===== src/rtl/ctrl_pkg.sv =====
// ctrl_pkg: shared encodings for the multicycle controller.
//   - state_e     : 4-bit FSM state codes (also exported on state_dbg)
//   - ALU_*       : ALUControl codes
//   - IMM_*       : ImmSrc codes
//   - OP_*        : opcode constants recognised by the controller
//   - SRCA_/SRCB_/RES_ : datapath mux select codes
//   - imm_sel()   : opcode -> ImmSrc
//   - branch_taken(): funct3 + ALU flags -> branch decision
package ctrl_pkg;

    typedef enum logic [3:0] {
        S_FETCH   = 4'd0,
        S_DECODE  = 4'd1,
        S_MEMADR  = 4'd2,
        S_MEMREAD = 4'd3,
        S_MEMWB   = 4'd4,
        S_MEMWR   = 4'd5,
        S_EXECR   = 4'd6,
        S_EXECI   = 4'd7,
        S_ALUWB   = 4'd8,
        S_BRANCH  = 4'd9,
        S_JAL     = 4'd10,
        S_JALR    = 4'd11,
        S_JALRPC  = 4'd12,
        S_AUIPC   = 4'd13,
        S_HALT    = 4'd14
    } state_e;

    localparam logic [2:0] ALU_ADD = 3'b000;
    localparam logic [2:0] ALU_SUB = 3'b001;
    localparam logic [2:0] ALU_AND = 3'b010;
    localparam logic [2:0] ALU_OR  = 3'b011;
    localparam logic [2:0] ALU_XOR = 3'b100;
    localparam logic [2:0] ALU_SLT = 3'b101;
    localparam logic [2:0] ALU_SLL = 3'b110;
    localparam logic [2:0] ALU_SRL = 3'b111;

    localparam logic [2:0] IMM_I = 3'b000;
    localparam logic [2:0] IMM_S = 3'b001;
    localparam logic [2:0] IMM_B = 3'b010;
    localparam logic [2:0] IMM_J = 3'b011;
    localparam logic [2:0] IMM_U = 3'b100;

    localparam logic [6:0] OP_LOAD   = 7'b0000011;
    localparam logic [6:0] OP_STORE  = 7'b0100011;
    localparam logic [6:0] OP_RTYPE  = 7'b0110011;
    localparam logic [6:0] OP_ITYPE  = 7'b0010011;
    localparam logic [6:0] OP_BRANCH = 7'b1100011;
    localparam logic [6:0] OP_JAL    = 7'b1101111;
    localparam logic [6:0] OP_JALR   = 7'b1100111;
    localparam logic [6:0] OP_AUIPC  = 7'b0010111;
    localparam logic [6:0] OP_LUI    = 7'b0110111;

    localparam logic [1:0] SRCA_PC    = 2'b00;
    localparam logic [1:0] SRCA_OLDPC = 2'b01;
    localparam logic [1:0] SRCA_A     = 2'b10;

    localparam logic [1:0] SRCB_WD    = 2'b00;
    localparam logic [1:0] SRCB_IMM   = 2'b01;
    localparam logic [1:0] SRCB_FOUR  = 2'b10;

    localparam logic [1:0] RES_ALUOUT = 2'b00;
    localparam logic [1:0] RES_DATA   = 2'b01;
    localparam logic [1:0] RES_ALURES = 2'b10;

    // U-format covers both LUI and AUIPC encodings even though only AUIPC
    // executes; the immediate format is a property of the opcode alone.
    function automatic logic [2:0] imm_sel(input logic [6:0] op);
        logic [2:0] s;
        case (op)
            OP_STORE:          s = IMM_S;
            OP_BRANCH:         s = IMM_B;
            OP_JAL:            s = IMM_J;
            OP_AUIPC, OP_LUI:  s = IMM_U;
            default:           s = IMM_I;
        endcase
        return s;
    endfunction

    // Flags come from A - B in the BRANCH cycle; Carry=1 means no borrow,
    // so unsigned less-than is !Carry and signed less-than is N^V.
    function automatic logic branch_taken(input logic [2:0] func3,
                                          input logic z, input logic n,
                                          input logic c, input logic v);
        logic t;
        case (func3)
            3'b000:  t = z;
            3'b001:  t = ~z;
            3'b100:  t = n ^ v;
            3'b101:  t = ~(n ^ v);
            3'b110:  t = ~c;
            3'b111:  t = c;
            default: t = 1'b0;
        endcase
        return t;
    endfunction

endpackage


===== src/rtl/alu_decoder.sv =====
// alu_decoder: funct3/funct7b5 -> ALUControl for the execute states.
//   func3     in  3  instruction funct3
//   func7b5   in  1  instr[30]; selects SUB only for R-type funct3=000
//   is_rtype  in  1  1 = register-register op, 0 = immediate op
//   ALUControl out 3 ALU operation code
module alu_decoder
    import ctrl_pkg::*;
(
    input  logic [2:0] func3,
    input  logic       func7b5,
    input  logic       is_rtype,
    output logic [2:0] ALUControl
);

    always_comb begin
        ALUControl = ALU_ADD;
        case (func3)
            // ADDI has no SUB form: instr[30] there is immediate bits.
            3'b000:  ALUControl = (is_rtype && func7b5) ? ALU_SUB : ALU_ADD;
            3'b001:  ALUControl = ALU_SLL;
            3'b010:  ALUControl = ALU_SLT;
            3'b011:  ALUControl = ALU_ADD;
            3'b100:  ALUControl = ALU_XOR;
            3'b101:  ALUControl = ALU_SRL;
            3'b110:  ALUControl = ALU_OR;
            3'b111:  ALUControl = ALU_AND;
            default: ALUControl = ALU_ADD;
        endcase
    end

endmodule


===== src/rtl/multicycle_controller.sv =====
// multicycle_controller: Moore FSM sequencing a multicycle RISC-V datapath.
//   clk, reset                 clock, synchronous active-low reset
//   op, func3, func7b5         decode fields from the instruction register
//   Zero/Negative/Carry/Overflow  ALU flags of the current cycle
//   RegWrite IRWrite PCWrite MemWrite AdrSrc   enables / address select
//   ResultSrc ALUSrcA ALUSrcB ImmSrc ALUControl  datapath selects
//   illegal_instr              halt flag, state_dbg current state code
// Build option: CTRL_ILLEGAL_HALT_EN -- unsupported opcodes park the FSM in
// HALT with illegal_instr=1 until reset; otherwise they retire as a NOP.
module multicycle_controller
    import ctrl_pkg::*;
(
    input  logic       clk,
    input  logic       reset,
    input  logic [6:0] op,
    input  logic [2:0] func3,
    input  logic       func7b5,
    input  logic       Zero,
    input  logic       Negative,
    input  logic       Carry,
    input  logic       Overflow,
    output logic       RegWrite,
    output logic       IRWrite,
    output logic       PCWrite,
    output logic       MemWrite,
    output logic       AdrSrc,
    output logic [1:0] ResultSrc,
    output logic [1:0] ALUSrcA,
    output logic [1:0] ALUSrcB,
    output logic [2:0] ImmSrc,
    output logic [2:0] ALUControl,
    output logic       illegal_instr,
    output logic [3:0] state_dbg
);

    state_e     state_q, state_d;
    logic       rw_c, irw_c, pcw_c, mw_c;
    logic [2:0] dec_alu;
    logic       exec_c;

    alu_decoder u_alu_dec (
        .func3      (func3),
        .func7b5    (func7b5),
        .is_rtype   (state_q == S_EXECR),
        .ALUControl (dec_alu)
    );

    always_ff @(posedge clk) begin
        if (!reset) state_q <= S_FETCH;
        else        state_q <= state_d;
    end

    always_comb begin
        state_d   = state_q;
        rw_c      = 1'b0;
        irw_c     = 1'b0;
        pcw_c     = 1'b0;
        mw_c      = 1'b0;
        AdrSrc    = 1'b0;
        ResultSrc = RES_ALUOUT;
        ALUSrcA   = SRCA_PC;
        ALUSrcB   = SRCB_WD;
        exec_c    = 1'b0;
        ALUControl = ALU_ADD;
        case (state_q)
            S_FETCH: begin
                irw_c     = 1'b1;
                pcw_c     = 1'b1;
                ALUSrcB   = SRCB_FOUR;
                ResultSrc = RES_ALURES;
                state_d   = S_DECODE;
            end
            S_DECODE: begin
                // Precompute the branch target OldPC+imm while decoding.
                ALUSrcA = SRCA_OLDPC;
                ALUSrcB = SRCB_IMM;
                case (op)
                    OP_LOAD, OP_STORE: state_d = S_MEMADR;
                    OP_RTYPE:          state_d = S_EXECR;
                    OP_ITYPE:          state_d = S_EXECI;
                    OP_BRANCH:         state_d = S_BRANCH;
                    OP_JAL:            state_d = S_JAL;
                    OP_JALR:           state_d = S_JALR;
                    OP_AUIPC:          state_d = S_AUIPC;
`ifdef CTRL_ILLEGAL_HALT_EN
                    default:           state_d = S_HALT;
`else
                    default:           state_d = S_FETCH;
`endif
                endcase
            end
            S_MEMADR: begin
                ALUSrcA = SRCA_A;
                ALUSrcB = SRCB_IMM;
                state_d = op[5] ? S_MEMWR : S_MEMREAD;
            end
            S_MEMREAD: begin
                AdrSrc  = 1'b1;
                state_d = S_MEMWB;
            end
            S_MEMWB: begin
                ResultSrc = RES_DATA;
                rw_c      = 1'b1;
                state_d   = S_FETCH;
            end
            S_MEMWR: begin
                AdrSrc  = 1'b1;
                mw_c    = 1'b1;
                state_d = S_FETCH;
            end
            S_EXECR: begin
                ALUSrcA = SRCA_A;
                exec_c  = 1'b1;
                state_d = S_ALUWB;
            end
            S_EXECI: begin
                ALUSrcA = SRCA_A;
                ALUSrcB = SRCB_IMM;
                exec_c  = 1'b1;
                state_d = S_ALUWB;
            end
            S_ALUWB: begin
                rw_c    = 1'b1;
                state_d = S_FETCH;
            end
            S_BRANCH: begin
                // ALUOut still holds the target computed in DECODE.
                ALUSrcA    = SRCA_A;
                ALUControl = ALU_SUB;
                pcw_c      = branch_taken(func3, Zero, Negative, Carry, Overflow);
                state_d    = S_FETCH;
            end
            S_JAL, S_JALRPC: begin
                // PC <- ALUOut (target) while ALU forms the link OldPC+4.
                ALUSrcA = SRCA_OLDPC;
                ALUSrcB = SRCB_FOUR;
                pcw_c   = 1'b1;
                state_d = S_ALUWB;
            end
            S_JALR: begin
                ALUSrcA = SRCA_A;
                ALUSrcB = SRCB_IMM;
                state_d = S_JALRPC;
            end
            S_AUIPC: begin
                ALUSrcA = SRCA_OLDPC;
                ALUSrcB = SRCB_IMM;
                state_d = S_ALUWB;
            end
            S_HALT: begin
                state_d = S_HALT;
            end
            default: begin
                state_d = S_FETCH;
            end
        endcase
        if (exec_c) ALUControl = dec_alu;
    end

    // Enables are gated by reset so an instruction caught mid-flight
    // performs no write in the reset cycle itself.
    assign RegWrite = rw_c  & reset;
    assign IRWrite  = irw_c & reset;
    assign PCWrite  = pcw_c & reset;
    assign MemWrite = mw_c  & reset;

    assign ImmSrc    = imm_sel(op);
    assign state_dbg = state_q;

`ifdef CTRL_ILLEGAL_HALT_EN
    assign illegal_instr = reset & (state_q == S_HALT);
`else
    assign illegal_instr = 1'b0;
`endif

endmodule


===== config.mk =====
export PLATFORM = sky130hd
export DESIGN_NAME = multicycle_controller
export DESIGN_NICKNAME = d
export VERILOG_FILES = /design/src/rtl/ctrl_pkg.sv /design/src/rtl/alu_decoder.sv /design/src/rtl/multicycle_controller.sv
export SDC_FILE = /design/constraint.sdc
export NUM_CORES = 1
export LEC_CHECK = 0
export CORE_MARGIN = 2
export CORE_UTILIZATION = 41
export CTS_BUF_LIST = sky130_fd_sc_hd__clkbuf_2
export DETAILED_ROUTE_END_ITERATION = 10
export GPL_TIMING_DRIVEN = 0
export PLACE_DENSITY = 0.87
export SYNTH_ARGS = -nofsm -noshare
export SYNTH_HDL_FRONTEND = slang
export SYNTH_HIERARCHICAL = 1
export SYNTH_SLANG_ARGS = --single-unit

===== constraint.sdc =====
create_clock -name clk -period 4.9 [get_ports clk]
set_input_delay 1.225 -clock clk [delete_from_list [all_inputs] [get_ports clk]]
set_output_delay 1.225 -clock clk [all_outputs]
set_load 0.03 [all_outputs]

==> impl_metrics.csv, run 1 <==
group,metric,value,unit
status,outcome,"complete, no violations",
clocking,post_cts_buffers,0,
finish,fillCellCount,133,
grt,grt_max_degree,11,
power,p_per_area,123,nW/um^2
sta,finalCritPeriodShare,92.2,%
sta,finalSetupTns,0,ps
worst_setup_path,worstReg2RegStart,"state_dbg[1]$_SDFF_PN0_",
grt,antenna_found_initial,0,
finish,largest_reg_flops,4,
route,vias,872,
worst_setup_path,start_kind,"primary input",
logic_synthesis,syn_inst,98,
logic_synthesis,synth_warnings,6,
worst_setup_path,cp_common_cell,"clkdlybuf4s50_1",
worst_setup_path,crit_slowest_cell,"clkdlybuf4s50_1",
placement,io_buffers,37,
clocking,path_clk_slew,40,ps
logic_synthesis,synthFlopType,"dfxtp_1",
hold_path,hold_depth,3,
logic_synthesis,avgSynthCellArea,6.63,sq um
clocking,cts-root-buf,"clkbuf_2",
logic_synthesis,synth_top_family_by_area,"simple AND/OR/NAND/NOR gates",
clocking,cts_tree,"built",
logic_synthesis,synth_nets,115,
power,peakVddDrop,0.000107,V
sta,rsz0062_at_grt,"no",
die,die_y,43.8,um
worst_setup_path,slowest_delay,740,ps
hold_path,hp-class,"reg -> reg",
grt,grt_pass1_vias,786,
logic_synthesis,ys_ff_latch,4,
worst_setup_path,timing.rr.end,"state_dbg[0]$_SDFF_PN0_",
worst_setup_path,r2r_slack,3550,ps
logic_synthesis,seq_area_frac_synth,12.3,%
worst_setup_path,worstPathArrival,3290,ps
clocking,ctsHoldBuffers,0,
power,p_leak,0.393,nW
logic_synthesis,yosys.cell_types.count,39,
finish,area_delta_synth_final,62.4,%
worst_setup_path,path_max_fanout,6,
finish,drive_gt1_share,7.25,%
hold_path,hold_start,"state_dbg[2]$_SDFF_PN0_",
placement,dp_hpwl,1.51,mm
hold_path,hold_end,"state_dbg[1]$_SDFF_PN0_",
route,wl,1.91,mm
run,drv_cap,0,
die,fp.dieW,43.8,um
worst_setup_path,r2r_cells,3,
clocking,cts.sinks,4,
route,routed_via_density,5.66,
die,dieArea,1920,sq um
finish,antenna_cells,0,
die,start_util,43.6,%
sta,finalWorstSetupSlack,385,ps
logic_synthesis,synth_commonest_cells,"12 x nor2_1, 7 x nor3_1, 7 x xnor2_1",
grt,grt-ovfl-total,0,
clocking,cts-buffers-inserted,3,
logic_synthesis,synth_most_common_cell,"nor2_1",
route,drtIter0Drc,17,
worst_setup_path,critPathRequiredTime,3670,ps
logic_synthesis,synth_xor_area_share,10.8,%
placement,gp_routability_congestion,0.920,
worst_setup_path,cp_cell_sequence,"clkdlybuf4s50_1, or3_1, a2111oi_1, clkdlybuf4s50_1",
logic_synthesis,synth-async-reset-ratio,0,%
die,rows,14,
logic_synthesis,synth.cell_area,649,sq um
sta,fmax,221,MHz
finish,layout.nets,157,
sta,finalSetupViolations,0,
die,ios,39,
logic_synthesis,synthSimpleGateAreaFrac,43.7,%
placement,pre_cts_ws,407,ps
die,coreArea,1490,sq um
clocking,clk_latency,200,ps
sta,maxSlewViolCount,0,
logic_synthesis,synthTopCellsByArea,"dfxtp_1 12%, xnor2_1 9.4%, nor2_1 6.9%",
sta,clock_skew,2.94,ps
route,route.detailed.drc,0,
grt,grt.total_usage,22.4,%
sta,hold_viol,0,
route,drtAntennaViolNets,0,
logic_synthesis,synthMuxAreaShare,3.47,%
route,first_pass_iters,4,
route,wl_per_cell,12.4,um
clocking,htreeDepth,1,
clocking,cts_resized,0,
finish,fin_util,70.8,%
worst_setup_path,crit_type,"in -> out",
worst_setup_path,crit_path_end_kind,"output port",
logic_synthesis,netlist.area_leader.share,12.3,%
grt,grt_pass1_wl,3.30,mm
clocking,cts_buffer_depth,2,
logic_synthesis,synth-compound-area-share,22.5,%
sta,period_needed,4520,ps
logic_synthesis,synthAdderAreaFrac,0,%
logic_synthesis,yosysTopAreaCell,"dfxtp_1",
logic_synthesis,synth-edff-count,0,
## metrics by stage
| stage | power, mW | instances | cell area [sq um] | hold slack [ps] |
|---|---|---|---|---|
| after floorplan | 0.0702 | 98 | 649 | 774 |
| after global placement | 0.100 | 151 | 1040 | 684 |
| after detailed placement | 0.102 | 151 | 1040 | 686 |
| after CTS | 0.133 | 154 | 1050 | 712 |
| after global routing | 0.140 | 154 | 1050 | 793 |
| final | 0.130 | 154 | 1050 | 712 |
## where the power goes
part	internal (mW)	leakage (nW)	switching, mW
combinational	0.0326	0.348	0.0347
clock	0.0164	0.0125	0.0118
sequential	0.0336	0.0326	0.000803
total	0.0826	0.393	0.0473
## final cells by class
class | instances | area [sq um] | share of cell area, %
timing repair buffer | 37 | 370 | 35.1
inverter | 4 | 15.0 | 1.42
buffer | 6 | 27.5 | 2.61
sequential | 4 | 80.1 | 7.59
tap | 16 | 20.0 | 1.90
multi-input combinational | 84 | 527 | 49.9
clock buffer | 3 | 15.0 | 1.42
## logic make-up (layout without fill, tap and decap cells)
logic type / after synthesis / count (layout)
AOI/OAI and AO/OA: 21 / 21
xor gates and xnor gates: 8 / 8
buffers and inverters: 10 / 50
DFF: 4 / 4
muxes: 2 / 2
other: 1 / 1
and+or+nand+nor: 52 / 52
## how the worst max path moves through the flow
stage	to	slack, ps	startpoint
final	ImmSrc[0]	380	op[3]
after global routing	ImmSrc[0]	310	op[3]
after CTS	ImmSrc[0]	380	op[3]
after detailed placement	ImmSrc[0]	410	op[3]
after global placement	ImmSrc[0]	410	op[3]
after floorplan	ImmSrc[0]	860	op[3]
## cells in the final DEF (no fill, tap or decap), types with 2 or more instances in the layout
cell | Yosys | final
xnor2_1 | 7 | 7
clkbuf_2 | 0 | 3
mux2_2 | 2 | 2
dfxtp_1 | 4 | 4
nand3_1 | 3 | 3
nor3_1 | 7 | 7
o21ai_0 | 3 | 3
clkdlybuf4s50_1 | 0 | 37
a21oi_1 | 6 | 6
nor2_1 | 12 | 12
nand2b_1 | 6 | 6
inv_1 | 4 | 4
and3_1 | 4 | 4
nor4_1 | 3 | 3
clkbuf_1 | 4 | 4
nor2b_1 | 4 | 4
nand2_1 | 5 | 5
## metal layers
metal	global-route usage [%]	wire [um]	vias to the layer above
li1	-	-	432
met1	26.8	766	396
met2	37.6	958	42
met3	5.00	170	2
met4	10.3	18	0
met5	0	0	-
## critical path: cells and delay by family
| kind | cells | cell delay [ps] |
|---|---|---|
| AND/OR/NAND/NOR | 1 | 420 |
| buffers and inverters | 2 | 1230 |
| AO/OA/AOI/OAI | 1 | 420 |
Note: power is estimated with default switching activity, not from simulation.
==> run 2, diff against run 1 <==
CELL_PAD_IN_SITES_DETAIL_PLACEMENT = 1   (was unset)
CELL_PAD_IN_SITES_GLOBAL_PLACEMENT = 1   (was unset)
CORE_MARGIN = 10   (was 2)
CORE_UTILIZATION = 27   (was 41)
PLACE_DENSITY = unset   (was 0.87)
PLACE_DENSITY_LB_ADDON = 0.1   (was unset)
REMOVE_ABC_BUFFERS = 1   (was unset)
==> impl_metrics.csv, run 2 (synthesis results as in run 1) <==
group,metric,value,unit
status,outcome,"complete, no violations",
power,peakVddDrop,0.0000548,V
die,die_y,69.0,um
worst_setup_path,critPathRequiredTime,3670,ps
grt,grt_pass1_wl,4.33,mm
grt,antenna_found_initial,0,
power,p_sw,0.0491,mW
power,total_power,0.131,mW
worst_setup_path,r2r_cells,4,
sta,period_needed,4470,ps
sta,fmax,224,MHz
run,drv_cap,0,
hold_path,hold_depth,1,
worst_setup_path,timing.rr.end,"state_dbg[2]$_SDFF_PN0_",
hold_path,hold_start,"state_dbg[0]$_SDFF_PN0_",
sta,tightest_slew,673,ps
sta,maxSlewViolCount,0,
clocking,cts_resized,0,
clocking,cts.sinks,4,
sta,hold_viol,0,
sta,finalWorstSetupSlack,431,ps
sta,fin_hold_ws,654,ps
placement,postPlaceCellArea,1030,sq um
finish,fillCellCount,296,
finish,fin_util,46.2,%
grt,grt_pass1_vias,922,
hold_path,hp-class,"reg -> reg",
power,p_leak,0.377,nW
route,drtIter0Drc,51,
power,combPwrFrac,49.7,%
die,dieArea,4770,sq um
clocking,cts_tree,"built",
route,vias,839,
finish,fin_area,1040,sq um
worst_setup_path,start_kind,"primary input",
finish,largest_reg_flops,4,
finish,stdcell_count,160,
grt,grt.total_usage,10.3,%
clocking,cts-root-buf,"clkbuf_2",
power,p_per_area,126,nW/um^2
sta,finalSetupTns,0,ps
power,p_clk_share,22.3,%
worst_setup_path,worstReg2RegStart,"state_dbg[1]$_SDFF_PN0_",
worst_setup_path,crit_type,"in -> out",
die,rows,17,
hold_path,hold_end,"state_dbg[0]$_SDFF_PN0_",
grt,grt-ovfl-total,0,
route,routed_via_density,5.24,
worst_setup_path,path_max_fanout,6,
power,intPower,0.0817,mW
placement,io_buffers,37,
worst_setup_path,crit_path_end_kind,"output port",
route,drtAntennaViolNets,0,
placement,pre_cts_ws,422,ps
route,route.detailed.drc,0,
power,p_seq_share,27.9,%
clocking,ctsHoldBuffers,0,
placement,placed_cells,157,
clocking,post_cts_buffers,0,
route,wl_per_cell,15.5,um
clocking,clk_latency,200,ps
placement,dp_hpwl,2.00,mm
clocking,path_clk_slew,40,ps
finish,area_delta_synth_final,60.5,%
sta,rsz0062_at_grt,"no",
sta,clock_skew,3.48,ps
clocking,htreeDepth,1,
finish,final_cell_mix,"37 x clkdlybuf4s50_1, 12 x nor2_1, 7 x nor3_1, 7 x xnor2_1",
finish,antenna_cells,0,
route,wl,2.49,mm
worst_setup_path,r2r_slack,3250,ps
clocking,cts_buffer_depth,2,
route,first_pass_iters,4,
worst_setup_path,worstPathArrival,3240,ps
die,ios,39,
finish,drive_gt1_share,6.06,%
grt,grt_max_degree,22,
finish,layout.nets,151,
sta,slew_headroom,55.1,%
die,fp.dieW,69.0,um
sta,finalSetupViolations,0,
finish,final_common_cell,"clkdlybuf4s50_1",
placement,gp_routability_congestion,0.792,
die,start_util,28.8,%
power,switching_share,37.5,%
sta,finalCritPeriodShare,91.2,%
clocking,cts-buffers-inserted,3,
die,coreArea,2250,sq um
run 2: power groups by stage:
stage | combinational (mW) | sequential, mW | clock, mW
finish | 0.0650 | 0.0365 | 0.0292
detailed placement | 0.0652 | 0.0372 | 0
global route | 0.0702 | 0.0369 | 0.0337
floorplan | 0.0312 | 0.0378 | 0
CTS | 0.0658 | 0.0366 | 0.0311
global placement | 0.0638 | 0.0372 | 0
run 2: critical path, stage by stage:
cell,delay [ps]
clkdlybuf4s50_1,480
or3_1,420
a2111oi_1,380
clkdlybuf4s50_1,740
run 2: per-layer routing:
metal | routed length [um] | global-route usage (%) | part of all wire [%] | vias to the layer above
li1 | - | - | - | 418
met1 | 1050 | 11.4 | 42 | 398
met5 | 0 | 0 | 0 | -
met3 | 235 | 5.56 | 9.5 | 0
met4 | 0 | 2.66 | 0 | 0
met2 | 1200 | 16.7 | 48 | 23
run 2: area by class of cell:
class	instances	area (sq um)	share of cell area [%]
timing repair buffer	37	370	35.5
inverter	4	15.0	1.44
sequential	4	80.1	7.68
tap	28	35.0	3.36
clock buffer	3	15.0	1.44
multi-input combinational	84	527	50.5
run 2: how the worst max path moves through the flow:
stage               slack [ps]   from   endpoint
finish                     430  op[3]  ImmSrc[0]
CTS                        420  op[3]  ImmSrc[0]
global placement           410  op[3]  ImmSrc[0]
global route               290  op[3]  ImmSrc[0]
detailed placement         420  op[3]  ImmSrc[0]
floorplan                  860  op[3]  ImmSrc[0]
==> run 3, diff against run 2 <==
CORE_UTILIZATION = 22   (was 27)
clock period = 4.05 ns   (was 4.9 ns; I/O delays follow)
==> impl_metrics.csv, run 3 (synthesis results as in run 1) <==
group,metric,value,unit
worst_setup_path,crit_slowest_cell,"clkdlybuf4s50_1",
hold_path,hold_start,"state_dbg[0]$_SDFF_PN0_",
clocking,clk_latency,210,ps
finish,layout.nets,151,
clocking,cts-buffers-inserted,3,
sta,maxSlewViolCount,0,
worst_setup_path,worstPathArrival,2870,ps
grt,grt-ovfl-total,0,
worst_setup_path,crit_path_end_kind,"output port",
route,route.detailed.drc,0,
power,p_leak,0.382,nW
clocking,htreeDepth,1,
sta,hold_viol,0,
status,outcome,"complete, no violations",
sta,slew_headroom,53.3,%
power,p_per_area,152,nW/um^2
die,ios,39,
hold_path,hp-class,"reg -> reg",
placement,gp_routability_congestion,0.738,
sta,clock_skew,0.238,ps
worst_setup_path,path_max_fanout,7,
sta,finalSetupTns,0,ps
grt,grt_pass1_wl,4.26,mm
worst_setup_path,crit_type,"in -> out",
route,wl_per_cell,15.8,um
finish,antenna_cells,0,
worst_setup_path,worstReg2RegStart,"state_dbg[1]$_SDFF_PN0_",
finish,area_delta_synth_final,60.9,%
finish,largest_reg_flops,4,
sta,tightest_slew,700,ps
grt,grt_pass1_vias,874,
worst_setup_path,slowest_delay,690,ps
die,die_y,74.3,um
placement,postPlaceCellArea,1030,sq um
power,peakVddDrop,0.000124,V
finish,final_cell_mix,"36 x clkdlybuf4s50_1, 12 x nor2_1, 7 x nor3_1, 7 x xnor2_1",
clocking,cts_buffer_depth,2,
route,met1Wirelength,1.17,mm
clocking,ctsHoldBuffers,0,
run,drv_cap,0,
finish,fin_area,1040,sq um
sta,finalCritPeriodShare,95.9,%
placement,dp_hpwl,2.10,mm
die,rows,19,
placement,io_buffers,37,
route,wl_met3,180,um
clocking,cts-root-buf,"clkbuf_2",
route,first_pass_iters,4,
route,wl_met2,1.21,mm
route,drtIter0Drc,23,
grt,grt.total_usage,9.53,%
sta,period_needed,3880,ps
worst_setup_path,cp_common_cell,"clkdlybuf4s50_1",
worst_setup_path,critPathTopFamily,"buffers and inverters",
finish,final_common_cell,"clkdlybuf4s50_1",
grt,antenna_found_initial,0,
clocking,cts_tree,"built",
finish,drive_gt1_share,6.06,%
sta,fmax,258,MHz
worst_setup_path,critPathRequiredTime,3040,ps
die,fp.dieW,74.3,um
finish,stdcell_count,163,
die,start_util,23.3,%
sta,rsz0062_at_grt,"no",
route,dr.max_layer_used,"met4",
die,dieArea,5520,sq um
route,vias,844,
die,coreArea,2780,sq um
grt,grt_max_degree,22,
sta,fin_hold_ws,649,ps
worst_setup_path,critPathBufInv,2,
route,wl,2.57,mm
sta,finalSetupViolations,0,
route,routed_via_density,5.18,
worst_setup_path,start_kind,"primary input",
clocking,path_clk_slew,40,ps
finish,fillCellCount,354,
placement,placed_cells,160,
worst_setup_path,cp_cell_sequence,"clkdlybuf4s50_1, xnor2_1, and3_1, a211oi_1, o2bb2ai_1, clkdlybuf4s50_1",
clocking,cts.sinks,4,
route,drtAntennaViolNets,0,
worst_setup_path,critPathLaunch,"func3[0]",
## run 3: worst paths after layout
path | endpoint | slack (ps) | cells past startpoint
setup / recovery | PCWrite | 170 | 6
hold / removal | state_dbg[0]$_SDFF_PN0_ | 650 | 1
setup reg to reg | state_dbg[2]$_SDFF_PN0_ | 2410 | 4
hold reg to reg | state_dbg[0]$_SDFF_PN0_ | 650 | 1
## run 3: repair_timing
item | CTS | global route
buffers inserted | 0 | 0
gates resized for setup | 1 | 0
setup endpoints to repair | 1 | 0
## run 3: cell type report
cell class / count / area, sq um / area share, %
multi-input cells: 84 / 527 / 50.4
flip-flops and latches: 4 / 80.1 / 7.66
clock buffers: 3 / 15.0 / 1.44
repair buffers: 37 / 369 / 35.3
well taps: 31 / 38.8 / 3.71
inverters: 4 / 15.0 / 1.44
## run 3: metal layers
metal	GRT usage [%]	vias up
met5	0	-
met4	2.44	0
met3	3.06	2
met2	15.1	20
met1	12.2	402
li1	-	420
## run 3: power breakdown
part,total [mW],internal [mW],switching (mW)
Clock,0.0365,0.0199,0.0166
Combinational,0.0777,0.0383,0.0395
Sequential,0.0444,0.0406,0.00385
Total,0.159,0.0987,0.0599
## run 3: per-stage QoR
step	total power, mW	utilization (%)	worst slack, ps
finish	0.159	37.6	168
global route	0.171	37.6	51.0
CTS	0.162	37.6	120
detailed placement	0.124	37.1	-54.8
global placement	0.123	37.1	-20.5
floorplan	0.0836	-	434
## run 3: worst register-to-register path: stages, from the launching register on
cell      delay [ps]
dfxtp_1          520
nand2b_1         300
nor4_1           380
o211ai_1         160
a21oi_1          200
